`config.mk`:
```
export PLATFORM = sky130hd
export DESIGN_NAME = mem_port_arbiter_flat
export DESIGN_NICKNAME = d
export VERILOG_FILES = /design/src/rtl/mem_port_arbiter_if.sv /design/src/rtl/mem_port_arbiter.sv /design/src/flat_wrapper.sv
export SDC_FILE = /design/constraint.sdc
export NUM_CORES = 1
export LEC_CHECK = 0
export BUFFER_PORTS_ARGS = -buffer_cell sky130_fd_sc_hd__buf_2
export CAP_MARGIN = 10
export CORE_MARGIN = 3
export CORE_UTILIZATION = 35
export DETAILED_ROUTE_END_ITERATION = 12
export HOLD_SLACK_MARGIN = 0.15
export PLACE_DENSITY = 0.6
export SYNTH_ARGS = -nofsm -noshare
export SYNTH_HDL_FRONTEND = slang
export SYNTH_SLANG_ARGS = --single-unit
```
`constraint.sdc`:
```
create_clock -name CLK -period 2.6 [get_ports CLK]
set_clock_uncertainty 0.1 [all_clocks]
set_input_delay 0.13 -clock CLK [delete_from_list [all_inputs] [get_ports CLK]]
set_output_delay 0.13 -clock CLK [all_outputs]
set_load 0.1 [all_outputs]
```
`src/rtl/mem_port_arbiter_if.sv`:
```
// mem_port_arbiter_if: requester handshakes and memory-port signals of the arbiter
interface mem_port_arbiter_if;
   logic        if_req;
   logic [31:0] if_addr;
   logic        if_gnt;
   logic        if_rvalid;
   logic [31:0] if_rdata;
   logic        ls_req;
   logic        ls_we;
   logic [31:0] ls_addr;
   logic [1:0]  ls_size;
   logic        ls_sext;
   logic [31:0] ls_wdata;
   logic        ls_gnt;
   logic        ls_rvalid;
   logic [31:0] ls_rdata;
   logic [31:0] mem_addr;
   logic [1:0]  mem_size;
   logic        mem_sext;
   logic [31:0] mem_wdata;
   logic        mem_wen;
   logic [31:0] mem_rdata;
   logic        busy;
   modport master (
      input  if_req, if_addr, ls_req, ls_we, ls_addr, ls_size, ls_sext, ls_wdata, mem_rdata,
      output if_gnt, if_rvalid, if_rdata, ls_gnt, ls_rvalid, ls_rdata,
             mem_addr, mem_size, mem_sext, mem_wdata, mem_wen, busy
   );
   modport slave (
      output if_req, if_addr, ls_req, ls_we, ls_addr, ls_size, ls_sext, ls_wdata, mem_rdata,
      input  if_gnt, if_rvalid, if_rdata, ls_gnt, ls_rvalid, ls_rdata,
             mem_addr, mem_size, mem_sext, mem_wdata, mem_wen, busy
   );
endinterface

```
`src/rtl/mem_port_arbiter.sv`:
```
// mem_port_arbiter: shares one data-memory port between IF and LS with wait states and a starvation guard
module mem_port_arbiter #(
   parameter int unsigned WAIT_CYCLES  = 1,
   parameter int unsigned STARVE_LIMIT = 4
) (
   input logic                CLK,
   input logic                RST,
   mem_port_arbiter_if.master bus
);
   typedef enum logic [1:0] {IDLE, ACCESS, RESP} state_e;
   localparam logic [3:0] WAIT_LD = 4'(WAIT_CYCLES - 1);
   localparam logic [3:0] LIMIT   = 4'(STARVE_LIMIT);
   state_e      state_q, state_d;
   logic [3:0]  cnt_q, cnt_d, starve_q, starve_d;
   logic        ls_q, ls_d, we_q, we_d, sext_q, sext_d;
   logic [1:0]  size_q, size_d;
   logic [31:0] addr_q, addr_d, wdata_q, wdata_d;
   logic [31:0] if_rdata_q, if_rdata_d, ls_rdata_q, ls_rdata_d;
   logic        ls_win, if_win, acc, last;

   assign ls_win = bus.ls_req && !(starve_q == LIMIT && bus.if_req);
   assign if_win = bus.if_req && !ls_win;
   assign acc    = state_q == ACCESS;
   assign last   = acc && cnt_q == '0;

   always_ff @(posedge CLK) begin
      if (RST) begin
         state_q    <= IDLE;
         cnt_q      <= '0;
         starve_q   <= '0;
         ls_q       <= 1'b0;
         we_q       <= 1'b0;
         sext_q     <= 1'b0;
         size_q     <= '0;
         addr_q     <= '0;
         wdata_q    <= '0;
         if_rdata_q <= '0;
         ls_rdata_q <= '0;
      end else begin
         state_q    <= state_d;
         cnt_q      <= cnt_d;
         starve_q   <= starve_d;
         ls_q       <= ls_d;
         we_q       <= we_d;
         sext_q     <= sext_d;
         size_q     <= size_d;
         addr_q     <= addr_d;
         wdata_q    <= wdata_d;
         if_rdata_q <= if_rdata_d;
         ls_rdata_q <= ls_rdata_d;
      end
   end

   always_comb begin
      state_d    = state_q;
      cnt_d      = cnt_q;
      starve_d   = starve_q;
      ls_d       = ls_q;
      we_d       = we_q;
      sext_d     = sext_q;
      size_d     = size_q;
      addr_d     = addr_q;
      wdata_d    = wdata_q;
      if_rdata_d = if_rdata_q;
      ls_rdata_d = ls_rdata_q;
      case (state_q)
         IDLE: begin
            if (ls_win || if_win) begin
               state_d = ACCESS;
               cnt_d   = WAIT_LD;
               ls_d    = ls_win;
               we_d    = ls_win && bus.ls_we;
               sext_d  = ls_win && bus.ls_sext;
               size_d  = ls_win ? bus.ls_size : 2'b10;
               addr_d  = ls_win ? bus.ls_addr : bus.if_addr;
               wdata_d = ls_win ? bus.ls_wdata : '0;
            end
            // in IDLE, if_req without an LS win always means an IF grant, so every other case clears
            starve_d = (ls_win && bus.if_req) ? (starve_q == LIMIT ? LIMIT : starve_q + 4'd1) : '0;
         end
         ACCESS: begin
            cnt_d = cnt_q - 4'd1;
            if (last) begin
               state_d = RESP;
               if (ls_q) ls_rdata_d = we_q ? '0 : bus.mem_rdata;
               else if_rdata_d = bus.mem_rdata;
            end
         end
         default: state_d = IDLE;
      endcase
   end

   always_comb begin
      bus.if_gnt    = state_q == IDLE && if_win && !RST;
      bus.ls_gnt    = state_q == IDLE && ls_win && !RST;
      bus.if_rvalid = state_q == RESP && !ls_q;
      bus.ls_rvalid = state_q == RESP && ls_q;
      bus.if_rdata  = if_rdata_q;
      bus.ls_rdata  = ls_rdata_q;
      bus.busy      = state_q != IDLE;
      bus.mem_addr  = acc ? addr_q : '0;
      bus.mem_size  = acc ? size_q : '0;
      bus.mem_sext  = acc && sext_q;
      bus.mem_wdata = acc ? wdata_q : '0;
      bus.mem_wen   = !(last && we_q && !RST);
   end
endmodule

```
`src/flat_wrapper.sv`:
```
// flat-port wrapper written by rule: the top's interface ports become plain ports
module mem_port_arbiter_flat 
#(
   parameter int unsigned WAIT_CYCLES  = 1,
   parameter int unsigned STARVE_LIMIT = 4
)
  (CLK, RST, bus_if_req, bus_if_addr, bus_ls_req, bus_ls_we, bus_ls_addr, bus_ls_size, bus_ls_sext, bus_ls_wdata, bus_mem_rdata, bus_if_gnt, bus_if_rvalid, bus_if_rdata, bus_ls_gnt, bus_ls_rvalid, bus_ls_rdata, bus_mem_addr, bus_mem_size, bus_mem_sext, bus_mem_wdata, bus_mem_wen, bus_busy);
  mem_port_arbiter_if bus_i ();
  input logic CLK;
  input logic RST;
  input wire logic [$bits(bus_i.if_req)-1:0] bus_if_req;
  input wire logic [$bits(bus_i.if_addr)-1:0] bus_if_addr;
  input wire logic [$bits(bus_i.ls_req)-1:0] bus_ls_req;
  input wire logic [$bits(bus_i.ls_we)-1:0] bus_ls_we;
  input wire logic [$bits(bus_i.ls_addr)-1:0] bus_ls_addr;
  input wire logic [$bits(bus_i.ls_size)-1:0] bus_ls_size;
  input wire logic [$bits(bus_i.ls_sext)-1:0] bus_ls_sext;
  input wire logic [$bits(bus_i.ls_wdata)-1:0] bus_ls_wdata;
  input wire logic [$bits(bus_i.mem_rdata)-1:0] bus_mem_rdata;
  output wire logic [$bits(bus_i.if_gnt)-1:0] bus_if_gnt;
  output wire logic [$bits(bus_i.if_rvalid)-1:0] bus_if_rvalid;
  output wire logic [$bits(bus_i.if_rdata)-1:0] bus_if_rdata;
  output wire logic [$bits(bus_i.ls_gnt)-1:0] bus_ls_gnt;
  output wire logic [$bits(bus_i.ls_rvalid)-1:0] bus_ls_rvalid;
  output wire logic [$bits(bus_i.ls_rdata)-1:0] bus_ls_rdata;
  output wire logic [$bits(bus_i.mem_addr)-1:0] bus_mem_addr;
  output wire logic [$bits(bus_i.mem_size)-1:0] bus_mem_size;
  output wire logic [$bits(bus_i.mem_sext)-1:0] bus_mem_sext;
  output wire logic [$bits(bus_i.mem_wdata)-1:0] bus_mem_wdata;
  output wire logic [$bits(bus_i.mem_wen)-1:0] bus_mem_wen;
  output wire logic [$bits(bus_i.busy)-1:0] bus_busy;
  assign bus_i.if_req = bus_if_req;
  assign bus_i.if_addr = bus_if_addr;
  assign bus_i.ls_req = bus_ls_req;
  assign bus_i.ls_we = bus_ls_we;
  assign bus_i.ls_addr = bus_ls_addr;
  assign bus_i.ls_size = bus_ls_size;
  assign bus_i.ls_sext = bus_ls_sext;
  assign bus_i.ls_wdata = bus_ls_wdata;
  assign bus_i.mem_rdata = bus_mem_rdata;
  assign bus_if_gnt = bus_i.if_gnt;
  assign bus_if_rvalid = bus_i.if_rvalid;
  assign bus_if_rdata = bus_i.if_rdata;
  assign bus_ls_gnt = bus_i.ls_gnt;
  assign bus_ls_rvalid = bus_i.ls_rvalid;
  assign bus_ls_rdata = bus_i.ls_rdata;
  assign bus_mem_addr = bus_i.mem_addr;
  assign bus_mem_size = bus_i.mem_size;
  assign bus_mem_sext = bus_i.mem_sext;
  assign bus_mem_wdata = bus_i.mem_wdata;
  assign bus_mem_wen = bus_i.mem_wen;
  assign bus_busy = bus_i.busy;
  mem_port_arbiter #(.WAIT_CYCLES(WAIT_CYCLES), .STARVE_LIMIT(STARVE_LIMIT)) u_core (.CLK(CLK), .RST(RST), .bus(bus_i));
endmodule
```
# After elaboration in Yosys (flattened, before gate mapping)

Index checks and enable logic that the tools add are counted.

Memories: 0
Bits in latches: 0
Logic and storage cells: 64
Memory bits (writable): 0
Register bits: 143
ROM bits: 0
Output and inout port bits: 137
Bits of input ports: 136

Magnitude comparators: 0
Equal/unequal tests: 5
Add/sub/neg operators: 2
Reduce and logical (&&, ||, !) cells: 31
Bitwise operators: 1
Muxes and demuxes: 14
Divide/modulo/power cells: 0
Multiply operators: 0
Shifts and indexed selects: 0

Operators by type and width:

| operator                                                                 | count |
|---|---|
| 32-bit two-way mux                                                       | 5 |
| 1-bit logical AND                                                        | 16 |
| 4-bit two-way mux                                                        | 3 |
| 2-bit two-way mux                                                        | 4 |
| 4-bit case mux with 2 select lines                                       | 1 |
| 2-bit AND reduction                                                      | 3 |
| 3-bit AND reduction                                                      | 2 |
| 1-bit zero test                                                          | 5 |
| 4-bit by 1-bit adder with 4-bit output (second input constant)           | 1 |
| 4-bit by 3-bit == test with 1-bit output (second input constant)         | 1 |
| 4-bit zero test                                                          | 1 |
| 2-bit case mux with 2 select lines                                       | 1 |
| 2-bit nonzero test                                                       | 2 |
| 4-bit by 1-bit subtractor with 4-bit output (second input constant)      | 1 |
| 2-bit by 1-bit == test with 1-bit output (second input constant)         | 1 |
| 2-bit == test (second input constant)                                    | 1 |
| 2-bit zero test                                                          | 1 |
| 2-bit by 1-bit inequality test with 1-bit output (second input constant) | 1 |
| 2-bit inequality test (second input constant)                            | 1 |
| 1-bit logical OR                                                         | 1 |
| 1-bit NOT                                                                | 1 |

# Longest topological paths before layout

Gate-level depths: netlist of the first run.

Depth after elaboration: 9
Depth in mapped cells: 7
Depth with buffers taken out: 5

# Worst setup path before layout of the first run

OpenSTA, ideal clock, no wires.

Path type: reg-to-output
Start point: register u_core.state_q[1]
End point: output bus_if_rvalid
Arrival time: 2.630 ns
Stages on the path, launching flop included: 2
Data required time: 2.370 ns
Buffers on the path: 0
Path slack: -0.260 ns
Cells stage by stage: dfxtp_1 -> nor3b_1

Word-level cells in the longest chain between the ends: 2

Ends and longest elaborated chain:

| what                   | line                   | text |
|---|---|---|
| from (decl)            | mem_port_arbiter.sv:13 | `state_e state_q, state_d;` |
| from (signal assigned) | mem_port_arbiter.sv:40 | `state_q <= state_d;` |
| 2-bit == test          | mem_port_arbiter.sv:96 | `bus.if_rvalid = state_q == RESP && !ls_q;` |
| 1-bit logical AND      | mem_port_arbiter.sv:96 |  |
| to (decl)              | flat_wrapper.sv:21     | `output wire logic [$bits(bus_i.if_rvalid)-1:0] bus_if_rvalid;` |

No other way between the ends.

# Worst setup path in the final report of the first run

Start point: register u_core.starve_q[0]
End point: register u_core.addr_q[27]

Word-level cells in the longest chain between the ends: 8
Elaborated cells between the ends (all ways): 9

Ends and longest elaborated chain:

| what                                         | line                   | text |
|---|---|---|
| from (decl)                                  | mem_port_arbiter.sv:14 | `logic [3:0] cnt_q, cnt_d, starve_q, starve_d;` |
| from (signal assigned)                       | mem_port_arbiter.sv:42 | `starve_q <= starve_d;` |
| 4-bit by 3-bit == test with 1-bit output (*) | mem_port_arbiter.sv:21 | `assign ls_win = bus.ls_req && !(starve_q == LIMIT && bus.if_req);` |
| 1-bit logical AND (*)                        | mem_port_arbiter.sv:21 |  |
| 1-bit zero test (*)                          | mem_port_arbiter.sv:21 |  |
| 1-bit logical AND (*)                        | mem_port_arbiter.sv:21 |  |
| 1-bit zero test                              | mem_port_arbiter.sv:22 | `assign if_win = bus.if_req && !ls_win;` |
| 1-bit logical AND                            | mem_port_arbiter.sv:22 |  |
| 1-bit logical OR                             | mem_port_arbiter.sv:68 | `if (ls_win \|\| if_win) begin` |
| 2-bit AND reduction (no source line)         | n/a                    |  |
| to (signal assigned)                         | mem_port_arbiter.sv:47 | `addr_q <= addr_d;` |
| to (decl)                                    | mem_port_arbiter.sv:17 | `logic [31:0] addr_q, addr_d, wdata_q, wdata_d;` |

Every way passes the cells marked *; elsewhere a longest branch is shown, timed or not.
A chain may end at the register's enable or synchronous reset.

==> flow_summary_export.csv, run 1 <==
group,metric,value,unit
run_status,status,"complete, no violations",
floorplanning,core_area,18300,sq um
critical_path,path_cells,"inv_1 > ha_1 > and4b_1 > buf_4 > buf_4 > o21ai_0 > a311oi_1 > dlygate4sd3_1",
finish,drive_above_1_share,28.5,%
synth,synth-compound-area-share,21.0,%
grt,grt_pass1_vias,7168,
finish,fin_util,55.9,%
drt,drt-initial-drc-count,464,
floorplanning,num_rows,49,
sta,finalCriticalPeriod,2.44,ns
finish,nets,1310,
job,cap_violations,0,
clock_tree,clock_sinks,143,
synth,synth-adder-area-share,0.567,%
power_and_ir_drop,p_comb_share,35.0,%
placed_design,dpl-instance-area,8130,sq um
clock_tree,post_cts_buffers,0,
synth,ys_types,40,
placed_design,dp_hpwl,14.2,mm
critical_path,cp_common_cell,"buf_4",
synth,synth-xor-area-share,0,%
synth,syn_nets,937,
critical_path,cp_top_family,"buffers and inverters",
synth,synth_seq_cells,143,
critical_path,worstSetupEndpointType,"flip-flop",
floorplanning,ioPinCount,273,
finish,layout_common_cells,"buf_2, dlygate4sd3_1, dfxtp_1, a21oi_1, o21ai_0",
clock_tree,cts.htree.levels,4,
synth,synth_seq_area_share,43.2,%
grt,grt_max_degree,67,
sta,rsz0062_at_grt,"false",
sta,slew_headroom,53.5,%
drt,routed_wl,23.7,mm
finish,multi_input_area,3370,sq um
finish,syn_to_final_growth,54.3,%
sta,timing.final.crit_share,93.8,%
grt,grtUsageTotal,22.1,%
floorplanning,die_area,20600,sq um
sta,finalMaxSlewViolations,0,
critical_path,crit_buf_inv,4,
grt,antenna_found_initial,0,
sta,fmax,410,MHz
drt,antenna_left,0,
clock_tree,tritoncts,"done",
sta,hold_viol_final,0,
synth,yosys.area_share.simple,23.9,%
floorplanning,initial_core_util,36.3,%
power_and_ir_drop,seqPwrFrac,33.3,%
sta,setup-tns-final,0,ns
synth,synth_top_family_by_area,"simple AND/OR/NAND/NOR gates",
power_and_ir_drop,power_density,748,nW/um^2
power_and_ir_drop,ir_worst_vdd,0.449,mV
clock_tree,worstSkewPairLatency,0.42,ns
finish,final_common_cell,"buf_2",
finish,regArea,2860,sq um
finish,n_fill_cell,1688,
drt,wire_per_inst,16.8,um
placed_design,gp_congestion,0.805,
power_and_ir_drop,p_sw_share,39.7,%
clock_tree,ctsResizeCount,0,
critical_path,worstPathRequired,2.86,ns
finish,final_cell_area,10200,sq um
drt,drc,0,
critical_path,path_class,"reg -> reg",
clock_tree,clockRootBuffer,"clkbuf_16",
power_and_ir_drop,internal-power,4610,uW
sta,worstMarginPinSlew,0.698,ns
finish,antenna_cells,0,
power_and_ir_drop,pwr-share-clk,31.7,%
clock_tree,clock_path_buffers,2,
critical_path,cpPeakStageDelay,0.59,ns
synth,yosys_warnings,0,
drt,via_per_inst,5.34,
critical_path,crit_fanout,21,
floorplanning,fp.dieH,144,um
drt,dr.pass1.iters,5,
synth,synth_cells,798,
critical_path,worst_path_max_delay_cell,"dlygate4sd3_1",
floorplanning,die_x,144,um
power_and_ir_drop,p_leak,0.00450,uW
placed_design,io_buffers,272,
synth,syn_avg_cell_area,8.30,sq um
drt,vias,7550,
clock_tree,numCtsBuffers,17,
sta,finalSetupViolCount,0,
clock_tree,clk_pin_slew_worst_paths,0.06,ns
synth,syn_area,6630,sq um
synth,synthMuxAreaShare,4.83,%
grt,grt_pass1_wl,36.9,mm
power_and_ir_drop,p_sw,3030,uW
grt,grt-ovfl-total,0,
critical_path,cp-start-kind,"flip-flop",
critical_path,critPathArrivalTime,2.69,ns
worst_hold_path,hold_path_class,"in -> reg",
==> flip-flops by register name, summed over array words and instances (netlist names), 2 cells and up <==
signal               count
u_core.cnt_q             4
u_core.wdata_q          32
u_core.state_q           2
u_core.size_q            2
u_core.starve_q          4
u_core.bus.if_rdata     32
u_core.addr_q           32
u_core.bus.ls_rdata     32
==> cell families (layout without fill, tap and decap cells) <==
family | after synthesis | in the layout
DFF | 143 | 143
AOI/OAI and AO/OA | 248 | 248
buffers and inverters | 100 | 486
and+or+nand+nor | 272 | 272
muxes | 32 | 32
adders and majority gates | 3 | 3
==> power groups by stage <==
stage                     Sequential (uW)  Clock, uW  Combinational, uW
after floorplan                      3060          0               1400
after global placement               2590          0               2390
after detailed placement             2580          0               2410
after CTS                            2540       2480               2670
after global routing                 2570       2560               2840
final                                2540       2420               2680
==> metal layers <==
layer	share of wire, %	track usage, %
met5	0	0
met4	1.2	6.34
met3	7.5	4.79
met2	46	36.3
met1	45	29.4
==> per-stage QoR <==
| step | std cells | total power (uW) | hold WS (ns) | setup slack (ns) |
|---|---|---|---|---|
| floorplan | 798 | 4460 | 0.172 | 0.410 |
| global placement | 1230 | 4980 | 0.295 | 0.745 |
| detailed placement | 1230 | 4990 | 0.297 | 0.676 |
| CTS | 1413 | 7680 | 0.193 | 0.206 |
| global route | 1413 | 7970 | 0.217 | 0.00480 |
| finish | 1413 | 7650 | 0.194 | 0.161 |
==> synthesized netlist by cell type, drive strengths merged <==
master,n,area [sq um]
nor2,6,25.0
o2111a,1,11.3
nand2b,3,18.8
a311oi,32,280
nor3,2,21.3
dfxtp,143,2860
a22oi,1,7.51
nand2,70,263
inv,7,26.3
and4b,1,10.0
ha,3,37.5
nand3,36,180
clkbuf,78,293
buf,15,106
and3b,2,17.5
o32ai,1,8.76
nor4bb,1,10.0
or3b,1,8.76
or2,1,6.26
and3,1,6.26
nand4,35,219
a31oi,3,18.8
nor3b,2,15.0
o211ai,4,30.0
or3,2,12.5
o221a,1,11.3
mux2i,32,320
or4,1,7.51
and2,68,425
nand3b,3,22.5
a21oi,104,521
o21ai,101,505
nor2b,3,18.8
nand4b,34,298
==> cell type report <==
| cell class | count | area share, % |
|---|---|---|
| repair buffers | 447 | 30.3 |
| well taps | 229 | 2.80 |
| inverters | 7 | 0.257 |
| clock buffers | 20 | 4.37 |
| multi-input cells | 555 | 32.9 |
| flip-flops and latches | 143 | 28.0 |
| clock inverters | 12 | 1.31 |
==> worst paths after layout <==
check                           slack (ns)  cells past startpoint                    start                       to
worst min-delay path                  0.19                      4               bus_ls_req       u_core.starve_q[1]
worst min register to register        0.35                      2  u_core.bus.if_rdata[26]  u_core.bus.if_rdata[26]
worst max-delay path                  0.16                      8       u_core.starve_q[0]        u_core.addr_q[27]
worst max register to register        0.16                      8       u_core.starve_q[0]        u_core.addr_q[27]
==> what timing repair did <==
item | 4_1_cts | 5_1_grt
hold buffers | 151 | 0
endpoints found under the setup margin | 0 | 0
hold endpoints to repair | 142 | 0
==> worst reg2reg max path: cells and delay by family, from the launching register on <==
kind                       cells  cell delay (ns)
adders and majority gates      1             0.21
AOI/OAI and AO/OA              2             0.40
and+or+nand+nor                1             0.22
buffers and inverters          4             1.13
DFF                            1             0.32
(Power assumes the default switching activity.)
==> inputs of run 2 (changes only) <==
--- a/config.mk
+++ b/config.mk
@@ -7,11 +7,13 @@
 export LEC_CHECK = 0
 export BUFFER_PORTS_ARGS = -buffer_cell sky130_fd_sc_hd__buf_2
 export CAP_MARGIN = 10
+export CELL_PAD_IN_SITES_DETAIL_PLACEMENT = 0
+export CELL_PAD_IN_SITES_GLOBAL_PLACEMENT = 1
 export CORE_MARGIN = 3
-export CORE_UTILIZATION = 35
+export CORE_UTILIZATION = 34
 export DETAILED_ROUTE_END_ITERATION = 12
 export HOLD_SLACK_MARGIN = 0.15
-export PLACE_DENSITY = 0.6
+export PLACE_DENSITY = 0.78
 export SYNTH_ARGS = -nofsm -noshare
 export SYNTH_HDL_FRONTEND = slang
 export SYNTH_SLANG_ARGS = --single-unit
==> flow_summary_export.csv, run 2 (synthesized netlist as in run 1, its figures left out) <==
group,metric,value,unit
grt,antenna_found_initial,1,
grt,grt_max_degree,62,
critical_path,critPathArrivalTime,2.70,ns
floorplanning,num_rows,50,
run_status,status,"complete, no violations",
sta,slew_headroom,51.8,%
clock_tree,worstSkewPairLatency,0.41,ns
critical_path,worstPathRequired,2.85,ns
sta,rsz0062_at_grt,"false",
floorplanning,ioPinCount,273,
critical_path,crit_fanout,61,
drt,wire_per_inst,16.5,um
floorplanning,initial_core_util,35.1,%
critical_path,r2r-end,"u_core.addr_q[2]",
placed_design,dpl-instance-area,8170,sq um
critical_path,worstSetupEndpointType,"flip-flop",
grt,grt-ovfl-total,0,
placed_design,gp_congestion,0.773,
floorplanning,die_x,146,um
drt,wl_met3,1.71,mm
sta,timing.final.crit_share,93.9,%
placed_design,dp_hpwl,14.3,mm
sta,hold_viol_final,0,
critical_path,path_cells,"dlygate4sd3_1 > buf_2 > buf_4 > nand3_1 > a311oi_1 > dlygate4sd3_1",
drt,drc,0,
job,cap_violations,0,
drt,vias,7429,
clock_tree,clockRootBuffer,"clkbuf_16",
floorplanning,core_area,18900,sq um
critical_path,crit_buf_inv,4,
sta,setup-tns-final,0,ns
finish,fin_util,53.9,%
grt,grtUsageTotal,21.3,%
drt,antenna_left,0,
critical_path,rrSetupSlack,0.16,ns
clock_tree,numCtsBuffers,17,
critical_path,cp_common_cell,"dlygate4sd3_1",
clock_tree,clock_path_buffers,2,
critical_path,cpPeakStageDelay,0.61,ns
power_and_ir_drop,power_density,759,nW/um^2
critical_path,cp-start-kind,"input pin",
finish,nets,1297,
floorplanning,die_area,21200,sq um
clock_tree,ctsResizeCount,0,
sta,fin_hold_ws,0.353,ns
floorplanning,fp.dieH,146,um
critical_path,cp_top_family,"buffers and inverters",
drt,met2_length,11.1,mm
clock_tree,clock_sinks,143,
critical_path,worst_path_max_delay_cell,"buf_4",
critical_path,regToRegStartpoint,"u_core.starve_q[0]",
finish,final_common_cell,"buf_2",
worst_hold_path,hold_depth,2,
sta,worstMarginPinSlew,0.723,ns
worst_hold_path,hold_path_class,"reg -> reg",
sta,fmax,410,MHz
finish,layout_common_cells,"buf_2, dfxtp_1, dlygate4sd3_1, a21oi_1, o21ai_0",
finish,drive_above_1_share,28.6,%
clock_tree,tritoncts,"done",
finish,final_cell_area,10200,sq um
critical_path,reg2reg_depth,7,
sta,finalSetupViolCount,0,
worst_hold_path,hold_start,"u_core.bus.if_rdata[16]",
drt,via_per_inst,5.19,
grt,grt_pass1_vias,7229,
placed_design,io_buffers,272,
power_and_ir_drop,ir_worst_vdd,0.477,mV
sta,finalCriticalPeriod,2.44,ns
drt,routed_wl,23.6,mm
critical_path,path_class,"in -> reg",
drt,drt-initial-drc-count,355,
clock_tree,post_cts_buffers,0,
finish,syn_to_final_growth,53.8,%
finish,n_fill_cell,1841,
power_and_ir_drop,p_leak,0.00443,uW
clock_tree,clk_pin_slew_worst_paths,0.06,ns
worst_hold_path,min_to,"u_core.bus.if_rdata[16]",
clock_tree,cts.htree.levels,4,
sta,finalMaxSlewViolations,0,
grt,grt_pass1_wl,37.8,mm
drt,maxUsedRoutingLayer,"met4",
drt,dr.pass1.iters,5,
drt,m1WireLength,10.4,mm
-- run 2: final cells by class --
cell class	count	area (sq um)	share of cell area [%]
multi-input combinational	555	3370	33.0
timing repair buffer	434	3000	29.5
sequential	143	2860	28.1
clock buffer	20	447	4.38
tap	260	325	3.19
clock inverter	12	159	1.56
inverter	7	26.3	0.258
antenna	1	2.50	0.0246
-- run 2: worst register-to-register path, cell delays in order, from the launching register on --
cell and delay [ns]:
dfxtp_1 0.32, inv_1 0.09, ha_1 0.21, and4b_1 0.27
buf_4 0.32, o21ai_0 0.16, a311oi_1 0.32, dlygate4sd3_1 0.59
-- run 2: power breakdown --
| group | leakage [uW] | switching (uW) | internal [uW] |
|---|---|---|---|
| logic | 0.00297 | 1920 | 751 |
| clock network | 0.000291 | 985 | 1540 |
| registers | 0.00117 | 128 | 2410 |
| total | 0.00443 | 3030 | 4710 |
-- run 2: worst max-delay path by stage --
stage,depth (start not counted),slack [ns],start,end
finish,6,0.16,bus_ls_req,u_core.addr_q[2]
global route,7,0.02,u_core.starve_q[0],u_core.addr_q[2]
CTS,7,0.19,u_core.starve_q[0],bus_ls_gnt
detailed placement,6,0.57,u_core.cnt_q[0],u_core.bus.if_rdata[31]
global placement,6,0.64,u_core.cnt_q[0],u_core.bus.if_rdata[26]
floorplan,5,0.41,u_core.state_q[0],u_core.wdata_q[21]
-- run 2: metal layers --
layer	up-vias	track usage, %
li1	3603	-
met1	3502	28.4
met2	300	34.1
met3	24	5.76
met4	0	6.55
met5	-	0
-- run 2: stage by stage --
step	setup slack (ns)	instances	power (uW)
after global routing	0.0238	1432	8070
after global placement	0.639	1258	5000
after detailed placement	0.570	1258	5000
final	0.158	1432	7740
after CTS	0.191	1431	7780
after floorplan	0.410	798	4460
-- run 2: what timing repair did --
item	in CTS	in global routing
setup endpoints to repair	0	0
hold buffers	141	0
endpoints found under the hold margin	138	0
==> inputs of run 3 (changes only) <==
--- a/config.mk
+++ b/config.mk
@@ -9,8 +9,9 @@
 export CAP_MARGIN = 10
 export CELL_PAD_IN_SITES_DETAIL_PLACEMENT = 0
 export CELL_PAD_IN_SITES_GLOBAL_PLACEMENT = 1
-export CORE_MARGIN = 3
+export CORE_MARGIN = 5
 export CORE_UTILIZATION = 34
+export CTS_CLUSTER_SIZE = 8
 export DETAILED_ROUTE_END_ITERATION = 12
 export HOLD_SLACK_MARGIN = 0.15
 export PLACE_DENSITY = 0.78
==> flow_summary_export.csv, run 3 (synthesized netlist as in run 1, its figures left out) <==
group,metric,value,unit
sta,rsz0062_at_grt,"false",
finish,layout_common_cells,"buf_2, dlygate4sd3_1, dfxtp_1, a21oi_1, o21ai_0",
sta,finalMaxSlewViolations,0,
grt,grt-ovfl-total,0,
power_and_ir_drop,p_leak,0.00450,uW
critical_path,crit_fanout,41,
clock_tree,cts.htree.levels,4,
sta,finalCriticalPeriod,2.43,ns
finish,final_common_cell,"buf_2",
critical_path,path_class,"reg -> reg",
drt,via_per_inst,5.20,
finish,syn_to_final_growth,55.2,%
critical_path,worstPathRequired,2.86,ns
job,cap_violations,0,
sta,setup-tns-final,0,ns
drt,routed_wl,24.4,mm
placed_design,gp_congestion,0.780,
critical_path,worstSetupEndpointType,"flip-flop",
clock_tree,clock_sinks,143,
floorplanning,die_x,150,um
clock_tree,tritoncts,"done",
sta,finalSetupViolCount,0,
clock_tree,worstSkewPairLatency,0.41,ns
floorplanning,initial_core_util,34.3,%
sta,worstMarginPinSlew,0.759,ns
drt,vias,7530,
placed_design,dp_hpwl,14.5,mm
power_and_ir_drop,power_density,747,nW/um^2
drt,antenna_left,0,
clock_tree,clock_path_buffers,2,
finish,drive_above_1_share,28.6,%
finish,nets,1308,
floorplanning,die_area,22400,sq um
sta,fin_hold_ws,0.352,ns
floorplanning,core_area,19300,sq um
power_and_ir_drop,ir_worst_vdd,0.456,mV
worst_hold_path,hold_path_class,"reg -> reg",
finish,antenna_cells,0,
grt,grt_pass1_vias,7413,
sta,slew_headroom,49.4,%
sta,fmax,411,MHz
placed_design,io_buffers,272,
critical_path,cp-start-kind,"flip-flop",
drt,drc,0,
clock_tree,numCtsBuffers,17,
run_status,status,"complete, no violations",
grt,antenna_found_initial,0,
sta,hold_viol_final,0,
clock_tree,clockRootBuffer,"clkbuf_16",
clock_tree,clk_pin_slew_worst_paths,0.07,ns
floorplanning,ioPinCount,273,
clock_tree,post_cts_buffers,0,
placed_design,place_ws,0.561,ns
sta,timing.final.crit_share,93.5,%
placed_design,dpl-instance-area,8160,sq um
critical_path,critPathArrivalTime,2.69,ns
drt,drt-initial-drc-count,459,
grt,grtUsageTotal,21.0,%
floorplanning,num_rows,51,
finish,final_cell_area,10300,sq um
grt,grt_max_degree,72,
drt,wire_per_inst,16.9,um
grt,grt_pass1_wl,38.1,mm
floorplanning,fp.dieH,150,um
drt,dr.pass1.iters,5,
sta,setup_slack,0.169,ns
[run 3: timing repair]
action	in CTS	in global routing
setup endpoints to repair	0	28
gates resized for setup	0	3
endpoints found under the hold margin	137	0
hold buffers	152	0
[run 3: layout make-up]
class                           instances  area [sq um]
Timing Repair Buffer                  445          3110
Multi-Input combinational cell        555          3370
Clock inverter                         14           146
Fill cell                            1800          9050
Tap cell                              265           332
Inverter                                7          26.3
Clock buffer                           18           439
Sequential cell                       143          2860
[run 3: critical path, stage by stage (launching register included)]
cell and delay (ns):
dfxtp_1 0.35, inv_1 0.08, ha_1 0.24, nand4b_1 0.18, buf_6 0.33, nand3_1 0.17, a311oi_1 0.34, dlygate4sd3_1 0.58
[run 3: per-layer routing]
metal / part of all wire, % / vias up / wire length [um] / track usage [%]
met2: 46 / 327 / 11200 / 33.6
met1: 44 / 3534 / 10700 / 27.3
met4: 2.3 / 0 / 571 / 7.69
li1: - / 3625 / - / -
met5: 0 / - / 0 / 0
met3: 7.9 / 44 / 1940 / 5.51
[run 3: per-stage QoR]
step           total power (uW)  utilization (%)  std cells
6_report                   7680             53.2       1447
5_1_grt                    8020             53.2       1447
4_1_cts                    7720             53.1       1447
3_5_place_dp               5010             42.2       1263
3_3_place_gp               5000             42.2       1263
2_1_floorplan              4460                -        798
[run 3: worst paths after layout]
check,from,to,slack [ns],cells past startpoint
max,u_core.starve_q[0],u_core.addr_q[5],0.17,7
min,u_core.bus.if_rdata[4],u_core.bus.if_rdata[4],0.35,2
min reg2reg,u_core.bus.if_rdata[4],u_core.bus.if_rdata[4],0.35,2
max reg2reg,u_core.starve_q[0],u_core.addr_q[5],0.17,7
[run 3: power breakdown]
part           switching (uW)  internal [uW]  total, uW
Sequential                132           2410       2540
Combinational            1930            761       2690
Clock                    1060           1380       2440
Total                    3130           4550       7680
